File: src/rtl/calc_result_display_if.sv
// Handshake and display bus between the calculator datapath and its result display stage.
interface calc_result_display_if;
  logic [7:0] result;
  logic [1:0] op;
  logic       load;
  logic       busy;
  logic       done;
  logic       neg;
  logic [3:0] bcd_h;
  logic [3:0] bcd_t;
  logic [3:0] bcd_o;
  logic [6:0] seg;
  logic [3:0] an;

  modport master (
    output result, op, load,
    input  busy, done, neg, bcd_h, bcd_t, bcd_o, seg, an
  );

  modport slave (
    input  result, op, load,
    output busy, done, neg, bcd_h, bcd_t, bcd_o, seg, an
  );
endinterface

File: src/rtl/calc_result_display.sv
// Result display stage: sign/magnitude capture, sequential double-dabble to BCD,
// and a time-multiplexed common-anode 4-digit 7-segment driver with zero blanking.
module calc_result_display #(
  parameter int REFRESH_DIV = 1000
) (
  input logic                  clk,
  input logic                  rst_n,
  calc_result_display_if.slave bus
);
  localparam int DATA_W = 8;
  localparam int CNT_W  = (REFRESH_DIV > 1) ? $clog2(REFRESH_DIV) : 1;
  localparam logic [CNT_W-1:0] CNT_LAST = CNT_W'(REFRESH_DIV - 1);
  localparam logic [6:0] SEG_BLANK = 7'b1111111;
  localparam logic [6:0] SEG_MINUS = 7'b0111111;

  typedef enum logic {IDLE, CONV} state_t;

  function automatic logic [3:0] add3(input logic [3:0] d);
    return (d >= 4'd5) ? d + 4'd3 : d;
  endfunction

  function automatic logic [11:0] dabble_adjust(input logic [11:0] b);
    return {add3(b[11:8]), add3(b[7:4]), add3(b[3:0])};
  endfunction

  // Only a negative subtraction result is reported as signed; 8'h80 maps to 128.
  function automatic logic [DATA_W-1:0] magnitude(input logic [DATA_W-1:0] r,
                                                  input logic              is_neg);
    logic signed [DATA_W-1:0] r_s;
    r_s = signed'(r);
    return is_neg ? unsigned'(-r_s) : r;
  endfunction

  function automatic logic [6:0] digit_seg(input logic [3:0] d);
    logic [6:0] s;
    case (d)
      4'd0:    s = 7'b1000000;
      4'd1:    s = 7'b1111001;
      4'd2:    s = 7'b0100100;
      4'd3:    s = 7'b0110000;
      4'd4:    s = 7'b0011001;
      4'd5:    s = 7'b0010010;
      4'd6:    s = 7'b0000010;
      4'd7:    s = 7'b1111000;
      4'd8:    s = 7'b0000000;
      4'd9:    s = 7'b0010000;
      default: s = SEG_BLANK;
    endcase
    return s;
  endfunction

  state_t             state;
  state_t             state_nxt;
  logic [2:0]         iter;
  logic               accept;
  logic               last_iter;
  logic               sub_neg;
  logic [DATA_W-1:0]  mag_sr;
  logic [11:0]        work_bcd;
  logic [11:0]        bcd_adj;
  logic [11:0]        bcd_shift;
  logic               sign_pend;

  logic               done_r;
  logic               neg_r;
  logic [3:0]         bcd_h_r;
  logic [3:0]         bcd_t_r;
  logic [3:0]         bcd_o_r;

  logic [CNT_W-1:0]   refresh_cnt;
  logic [1:0]         slot;
  logic [6:0]         seg_r;
  logic [6:0]         seg_nxt;
  logic [3:0]         an_r;
  logic [3:0]         an_nxt;

  assign sub_neg   = (bus.op == 2'b01) && bus.result[DATA_W-1];
  assign accept    = (state == IDLE) && bus.load;
  assign last_iter = (state == CONV) && (iter == 3'd7);
  assign bcd_adj   = dabble_adjust(work_bcd);
  assign bcd_shift = {bcd_adj[10:0], mag_sr[DATA_W-1]};

  always_ff @(posedge clk or negedge rst_n) begin
    if (!rst_n) state <= IDLE;
    else        state <= state_nxt;
  end

  always_comb begin
    state_nxt = state;
    unique case (state)
      IDLE:    if (bus.load) state_nxt = CONV;
      CONV:    if (iter == 3'd7) state_nxt = IDLE;
      default: state_nxt = IDLE;
    endcase
  end

  // Control and committed outputs; committed digits only move on the final iteration.
  always_ff @(posedge clk or negedge rst_n) begin
    if (!rst_n) begin
      iter    <= 3'd0;
      done_r  <= 1'b0;
      neg_r   <= 1'b0;
      bcd_h_r <= 4'd0;
      bcd_t_r <= 4'd0;
      bcd_o_r <= 4'd0;
    end else begin
      done_r <= last_iter;
      if (accept)             iter <= 3'd0;
      else if (state == CONV) iter <= iter + 3'd1;
      if (last_iter) begin
        bcd_h_r <= bcd_shift[11:8];
        bcd_t_r <= bcd_shift[7:4];
        bcd_o_r <= bcd_shift[3:0];
        neg_r   <= sign_pend;
      end
    end
  end

  // Conversion datapath; working state is reloaded on every accepted load.
  always_ff @(posedge clk) begin
    if (accept) begin
      mag_sr    <= magnitude(bus.result, sub_neg);
      work_bcd  <= 12'd0;
      sign_pend <= sub_neg;
    end else if (state == CONV) begin
      mag_sr    <= {mag_sr[DATA_W-2:0], 1'b0};
      work_bcd  <= bcd_shift;
    end
  end

  always_comb begin
    seg_nxt = SEG_BLANK;
    an_nxt  = 4'b1111;
    unique case (slot)
      2'd0: begin
        seg_nxt = digit_seg(bcd_o_r);
        an_nxt  = 4'b1110;
      end
      2'd1: begin
        seg_nxt = (bcd_h_r == 4'd0 && bcd_t_r == 4'd0) ? SEG_BLANK : digit_seg(bcd_t_r);
        an_nxt  = 4'b1101;
      end
      2'd2: begin
        seg_nxt = (bcd_h_r == 4'd0) ? SEG_BLANK : digit_seg(bcd_h_r);
        an_nxt  = 4'b1011;
      end
      default: begin
        seg_nxt = neg_r ? SEG_MINUS : SEG_BLANK;
        an_nxt  = 4'b0111;
      end
    endcase
  end

  // Scan timing runs free of the conversion FSM.
  always_ff @(posedge clk or negedge rst_n) begin
    if (!rst_n) begin
      refresh_cnt <= '0;
      slot        <= 2'd0;
      seg_r       <= SEG_BLANK;
      an_r        <= 4'b1111;
    end else begin
      if (refresh_cnt == CNT_LAST) begin
        refresh_cnt <= '0;
        slot        <= slot + 2'd1;
      end else begin
        refresh_cnt <= refresh_cnt + 1'b1;
      end
      seg_r <= seg_nxt;
      an_r  <= an_nxt;
    end
  end

  assign bus.busy  = (state == CONV);
  assign bus.done  = done_r;
  assign bus.neg   = neg_r;
  assign bus.bcd_h = bcd_h_r;
  assign bus.bcd_t = bcd_t_r;
  assign bus.bcd_o = bcd_o_r;
  assign bus.seg   = seg_r;
  assign bus.an    = an_r;
endmodule
File: src/flat_wrapper.sv
// flat-port wrapper written by rule: the top's interface ports become plain ports
module calc_result_display_flat 
#(
  parameter int REFRESH_DIV = 1000
)
  (clk, rst_n, bus_result, bus_op, bus_load, bus_busy, bus_done, bus_neg, bus_bcd_h, bus_bcd_t, bus_bcd_o, bus_seg, bus_an);
  calc_result_display_if bus_i ();
  input logic clk;
  input logic rst_n;
  input wire logic [$bits(bus_i.result)-1:0] bus_result;
  input wire logic [$bits(bus_i.op)-1:0] bus_op;
  input wire logic [$bits(bus_i.load)-1:0] bus_load;
  output wire logic [$bits(bus_i.busy)-1:0] bus_busy;
  output wire logic [$bits(bus_i.done)-1:0] bus_done;
  output wire logic [$bits(bus_i.neg)-1:0] bus_neg;
  output wire logic [$bits(bus_i.bcd_h)-1:0] bus_bcd_h;
  output wire logic [$bits(bus_i.bcd_t)-1:0] bus_bcd_t;
  output wire logic [$bits(bus_i.bcd_o)-1:0] bus_bcd_o;
  output wire logic [$bits(bus_i.seg)-1:0] bus_seg;
  output wire logic [$bits(bus_i.an)-1:0] bus_an;
  assign bus_i.result = bus_result;
  assign bus_i.op = bus_op;
  assign bus_i.load = bus_load;
  assign bus_busy = bus_i.busy;
  assign bus_done = bus_i.done;
  assign bus_neg = bus_i.neg;
  assign bus_bcd_h = bus_i.bcd_h;
  assign bus_bcd_t = bus_i.bcd_t;
  assign bus_bcd_o = bus_i.bcd_o;
  assign bus_seg = bus_i.seg;
  assign bus_an = bus_i.an;
  calc_result_display #(.REFRESH_DIV(REFRESH_DIV)) u_core (.clk(clk), .rst_n(rst_n), .bus(bus_i));
endmodule
File: config.mk
export PLATFORM = sky130hd
export DESIGN_NAME = calc_result_display_flat
export DESIGN_NICKNAME = d
export VERILOG_FILES = /design/src/rtl/calc_result_display_if.sv /design/src/rtl/calc_result_display.sv /design/src/flat_wrapper.sv
export SDC_FILE = /design/constraint.sdc
export NUM_CORES = 1
export LEC_CHECK = 0
export ABC_CLOCK_PERIOD_IN_PS = 1400
export CELL_PAD_IN_SITES_DETAIL_PLACEMENT = 2
export CELL_PAD_IN_SITES_GLOBAL_PLACEMENT = 2
export CORE_MARGIN = 5
export CORE_UTILIZATION = 33
export DETAILED_ROUTE_END_ITERATION = 10
export PLACE_DENSITY = 0.74
export SLEW_MARGIN = 20
export SYNTH_ARGS = -nofsm -noshare
export SYNTH_HDL_FRONTEND = slang
export SYNTH_SLANG_ARGS = --single-unit
File: constraint.sdc
create_clock -name clk -period 1.4 [get_ports clk]
set_input_delay 0.28 -clock clk [delete_from_list [all_inputs] [get_ports clk]]
set_output_delay 0.28 -clock clk [all_outputs]
set_load 0.03 [all_outputs]
# Yosys cells after proc, flatten, opt, wreduce, memory -nomap -nowiden
# Memories as Yosys holds them, arrays and structs flattened.
# Index checks and enable logic that the tools add are counted.
# totals
ff_bits,62
romBits,336
input_bits,13
word_cells,58
memories,3
# mem_list
name,words,width,read_ports,rd_clocked_by_memory_dff,write_ports,line_no,source
(name not given),16,7,1,0,0,calc_result_display.sv:36,case (d)
(name not given),16,7,1,0,0,calc_result_display.sv:36,
(name not given),16,7,1,0,0,calc_result_display.sv:36,
# classes
n_addsub,7
order_cmp,3
n_eq_ne,5
muxes,17
bitwise_logic,1
n_reduce_logical,8
# op_table
operator,n
$mux W8,3
$mux W7,3
$pmux W7 S3,1
$ge A4 B3 Y1 const B,3
$pmux W4 S3,1
$add A10 B1 Y10 const B,1
$eq A10 B10 Y1 const B,1
$mux W10,1
$mux W3,3
$add A4 B2 Y4 const B,2
$logic_not A4 Y1,2
$mux W4,2
$neg A8 Y8,1
$eq A2 B1 Y1 const B,2
$logic_and A1 B1 Y1,4
$add A3 B1 Y3 const B,1
$add A3 B2 Y3 const B,1
$eq A3 B3 Y1 const B,1
$add A2 B1 Y2 const B,1
$eq A2 B2 Y1 const B,1
$logic_not A2 Y1,1
$mux W1,2
$pmux W1 S2,1
$reduce_bool A2 Y1,1
$not A1 Y1,1

# Longest topological paths before layout
# depth
ltp_word,4
ltp_mapped,6

# Least setup slack after synthesis
# Ideal clock, no wire load.
# synth_timing
path_kind,reg2reg
startpoint,"register u_core.bcd_o_r[1], in the netlist u_core.bus.bcd_o[1]"
endpoint,"register u_core.seg_r[3], in the netlist u_core.bus.seg[3]"
setup_ps,89
arrival_ps,1512
setup_slack_ps,-202
stages_incl_launch_ff,7
path_buffers,0
synth_period_minus_slack_ps,1602
cell_sequence,dfrtp_1 -> inv_1 -> ha_1 -> mux2_2 -> o21ai_1 -> a21o_1 -> nand4_1
# synth_via
elab_chain_cells,2
# synth_lines
element,line_no,source
"start, declared",calc_result_display.sv:68,logic [3:0] bcd_o_r;
"start signal, assigned",calc_result_display.sv:113,bcd_o_r <= bcd_shift[3:0];
$mem_v2 Z16 W7,n/a,
$pmux W7 S3,calc_result_display.sv:134,unique case (slot)
via u_core.seg_nxt[3],calc_result_display.sv:73,logic [6:0] seg_nxt;
"end signal, assigned",calc_result_display.sv:168,seg_r <= seg_nxt;
"end, declared",calc_result_display.sv:72,logic [6:0] seg_r;
# The timed path passes the listed nets, and every way through them passes these cells.
# A chain may end at the register's enable or synchronous reset.

# Worst setup path in the final report
# layout_timing
startpoint,"register u_core.bcd_t_r[1], in the netlist u_core.bus.bcd_t[1]"
endpoint,"register u_core.seg_r[3], in the netlist u_core.bus.seg[3]"
# layout_via
elab_chain_cells,4
# layout_lines
element,line_no,source
"start, declared",calc_result_display.sv:67,logic [3:0] bcd_t_r;
"start signal, assigned",calc_result_display.sv:112,bcd_t_r <= bcd_shift[7:4];
branches (longest 2 deep; another with $mem_v2 Z16 W7),n/a,
$mux W7 (*),calc_result_display.sv:140,seg_nxt = (bcd_h_r == 4'd0 && bcd_t_r == 4'd0) ? SEG_BLANK : digit_seg(bcd_t_r);
$pmux W7 S3 (*),calc_result_display.sv:134,
via u_core.seg_nxt[3],calc_result_display.sv:73,
# Mark *: on every way through the listed nets, which the timed path passes.

==> impl_metrics.env <==
export IMPL_htree_levels=3
export IMPL_effective_utilization_at_floorplan_pct=33.96
export IMPL_actual_slew_at_the_worst_max_slew_pin_ps=318.8
export IMPL_drt_total_wl_um=13220
export IMPL_status="finished, violations left"
export IMPL_slew_violations=0
export IMPL_path_clk_slew_ps=80
export IMPL_grt_pass1_vias=3536
export IMPL_postSynthNetCount=398
export IMPL_core_area_sq_mm=0.01032
export IMPL_antenna_found_initial=0
export IMPL_drive_gt1_share_pct=49.90
export IMPL_timing_setup_critical_path_class="flip-flop to flip-flop"
export IMPL_seq_area_frac_synth_pct=44.22
export IMPL_cts_sinks=62
export IMPL_yosys_warnings=0
export IMPL_drt_drc_violations_left=0
export IMPL_synthMostInstantiatedCell="ha_1"
export IMPL_worst_hold_path_type="input port to flip-flop"
export IMPL_global_route_overflow_total=0
export IMPL_syn_avg_cell_area_sq_um=9.960
export IMPL_place_detailed_hpwl_um=7677
export IMPL_dieArea_sq_mm=0.01278
export IMPL_drv_max_cap_violation_count=0
export IMPL_grt_pass1_wl_um=18420
export IMPL_p_per_area_mw_per_mm2=2379
export IMPL_synth_enable_flop_cells=9
export IMPL_startpoint_type="flip-flop"
export IMPL_drt_antenna_violating_nets=0
export IMPL_timing_max_slew_rel_slack_pct=78.52
export IMPL_detailedRoute_firstPassIterationCount=4
export IMPL_fin_cells=617
export IMPL_synth_top_cell_by_area="dfrtp_1"
export IMPL_numPlacedInstances=575
export IMPL_report_final_setup_viol=20
export IMPL_final_min_clock_period_ps=1547
export IMPL_flow_area_growth_from_synthesis_pct=53.03
export IMPL_synth_seq_cells=62
export IMPL_grt_setup_unrepaired="true"
export IMPL_grt_max_degree=42
export IMPL_numPortBuffers=38
export IMPL_dominantRegCellSynth="dfrtp_1"
export IMPL_violations="setup timing"
export IMPL_std_cell_rows=37
export IMPL_finalCritPeriodShare_pct=110.5
export IMPL_worst_ir_drop_vdd_mv=0.9999
export IMPL_die_height_um=113.1
export IMPL_total_leakage_power_nw=2.392
export IMPL_postSynthCellCount=352
export IMPL_finalWeightedCongestion=0.7781
export IMPL_crit_end_category="flip-flop"
export IMPL_path_max_fanout=4
export IMPL_nets=522
export IMPL_synthDominantCellAreaShare_pct=21.41
export IMPL_cts_path_max_buffers=2
export IMPL_async_flop_share_pct=66.13
export IMPL_synth_area_leaders="dfrtp_1 21%, ha_1 12%, dfstp_2 8.2%, edfxtp_1 7.7%, dfxtp_1 6.9%"
export IMPL_finalCoreUtilization_pct=51.97
export IMPL_regToRegSetupSlack_ps=-150
export IMPL_drt_vias_per_instance=5.128
export IMPL_synthesis_area_sq_mm=0.003506
export IMPL_dr_total_vias=3164
export IMPL_skew_ps=20.61
export IMPL_tritoncts="yes"
export IMPL_clock_fmax_mhz=646.3
export IMPL_cts_inserted_buffers=9
export IMPL_final_hold_violation_count=0
export IMPL_required_ps=1650
export IMPL_synth_commonest_cells="33 x ha_1, 30 x dfrtp_1, 27 x inv_1"
export IMPL_worstPathArrival_ps=1790
export IMPL_detail_route_wl_per_cell_um=21.42
export IMPL_drt_first_iter_violations=97
export IMPL_io_pin_count=39
export IMPL_fill_cells=1005
export IMPL_n_antenna_cell=0
export IMPL_cts_root_buf="clkbuf_8"
export IMPL_clock_latency_ps=360
export IMPL_post_route_worst_setup_slack_ps=-147.3
export IMPL_synth_lib_cells_used_distinct=49
export IMPL_groute_usage_overall_pct=18.27
export IMPL_die_width_um=113.1
[per-layer routing]
layer  GRT usage, %  vias up  wire [um]
met1          20.69     1607       5359
met4          6.731        0        312
met2          34.40       51       7227
met5              0        -          0
met3          2.727       22        318
li1               -     1484          -
[final cells by class]
class                           instances  area (sq um)  area share (%)
Multi-Input combinational cell        249          2185           40.72
Clock inverter                          5         73.82           1.376
Clock buffer                           11         131.4           2.449
Sequential cell                        62          1573           29.31
Timing Repair Buffer                  126          1112           20.73
Tap cell                              136         170.2           3.172
Inverter                               28         120.1           2.239
[worst max-delay path, stage by stage, from the launching register on]
cell	delay, ps
dfrtp_2	440
inv_2	80
buf_4	140
ha_2	180
nor2_1	210
a211oi_2	90
o21ai_1	150
nand4_1	130
[cell usage in the layout, fill, tap and decap left out, drive strengths merged, types with 3 or more instances in the layout]
| cell type | n |
|---|---|
| buf | 111 |
| ha | 33 |
| dfrtp | 30 |
| o21ai | 30 |
| inv | 28 |
| nor2 | 22 |
| nand2 | 21 |
| a21oi | 21 |
| xnor2 | 12 |
| clkbuf | 12 |
| dfxtp | 12 |
| dfstp | 11 |
| mux2i | 11 |
| nand2b | 11 |
| nor3b | 10 |
| mux2 | 10 |
| edfxtp | 9 |
| nor3 | 9 |
| a21o | 7 |
| clkdlybuf4s50 | 6 |
| dlymetal6s2s | 5 |
| o211ai | 4 |
| nand4 | 4 |
| a211oi | 4 |
| nor2b | 4 |
| o31ai | 4 |
| nand3b | 3 |
| xor2 | 3 |
| clkinv | 3 |
[what timing repair did]
item | in CTS | in global routing
hold buffers | 1 | 0
gates cloned | 1 | 0
buffers inserted | 11 | 13
setup endpoints to repair | 34 | 41
hold endpoints to repair | 30 | 0
pin swaps | 8 | 30
gates resized for setup | 54 | 90
[metrics by stage]
| step | power, W | setup TNS [ps] | worst slack [ps] | hold slack [ps] | instance area [sq um] |
|---|---|---|---|---|---|
| floorplan | 0.006300 | -48.48 | -48.48 | -15.59 | 3522 |
| global placement | 0.008154 | -2924 | -315.3 | 272.3 | 4437 |
| detailed placement | 0.008491 | -5026 | -473.2 | 274.0 | 4437 |
| CTS | 0.01114 | -2.506 | -2.351 | 446.3 | 4937 |
| global route | 0.01345 | -2506 | -228.3 | 369.8 | 5365 |
| finish | 0.01276 | -894.4 | -147.3 | 348.3 | 5365 |
[logic make-up after synthesis]
group | after synthesis | share of synthesized area (%)
flip-flops | 62 | 44.22
AND/OR/NAND/NOR | 96 | 14.67
adder cells (fa/ha/maj) | 33 | 11.78
AO/OA/AOI/OAI | 84 | 14.60
multiplexers | 21 | 6.353
buffers and inverters | 41 | 4.639
XOR/XNOR | 15 | 3.747
[sequential cells by signal, summed over array words and instances (netlist names), 2 cells and up]
register and count:
u_core.work_bcd 12, u_core.mag_sr 8, u_core.bus.bcd_t 4, u_core.iter 3
u_core.slot 2, u_core.bus.seg 7, u_core.bus.an 4, u_core.bus.bcd_h 4
u_core.bus.bcd_o 4, u_core.refresh_cnt 10
[path summary, 6_finish.rpt]
path	cells after the start	from	to
hold / removal	3	bus_result[7]	u_core.mag_sr[7]
setup reg to reg	7	u_core.bus.bcd_t[1]	u_core.bus.seg[3]
min in group asynchronous	3	rst_n	u_core.bus.bcd_t[3]
setup / recovery	7	u_core.bus.bcd_t[1]	u_core.bus.seg[3]
hold reg to reg	1	u_core.refresh_cnt[2]	u_core.refresh_cnt[2]
max in group asynchronous	3	rst_n	u_core.bus.an[2]
[report_power, final]
part / internal, W / switching [W] / total (W)
registers: 0.00262 / 0.000688 / 0.00331
logic: 0.00371 / 0.00397 / 0.00769
clock network: 0.000993 / 0.000776 / 0.00177
Power figures use the tool's default switching activity.
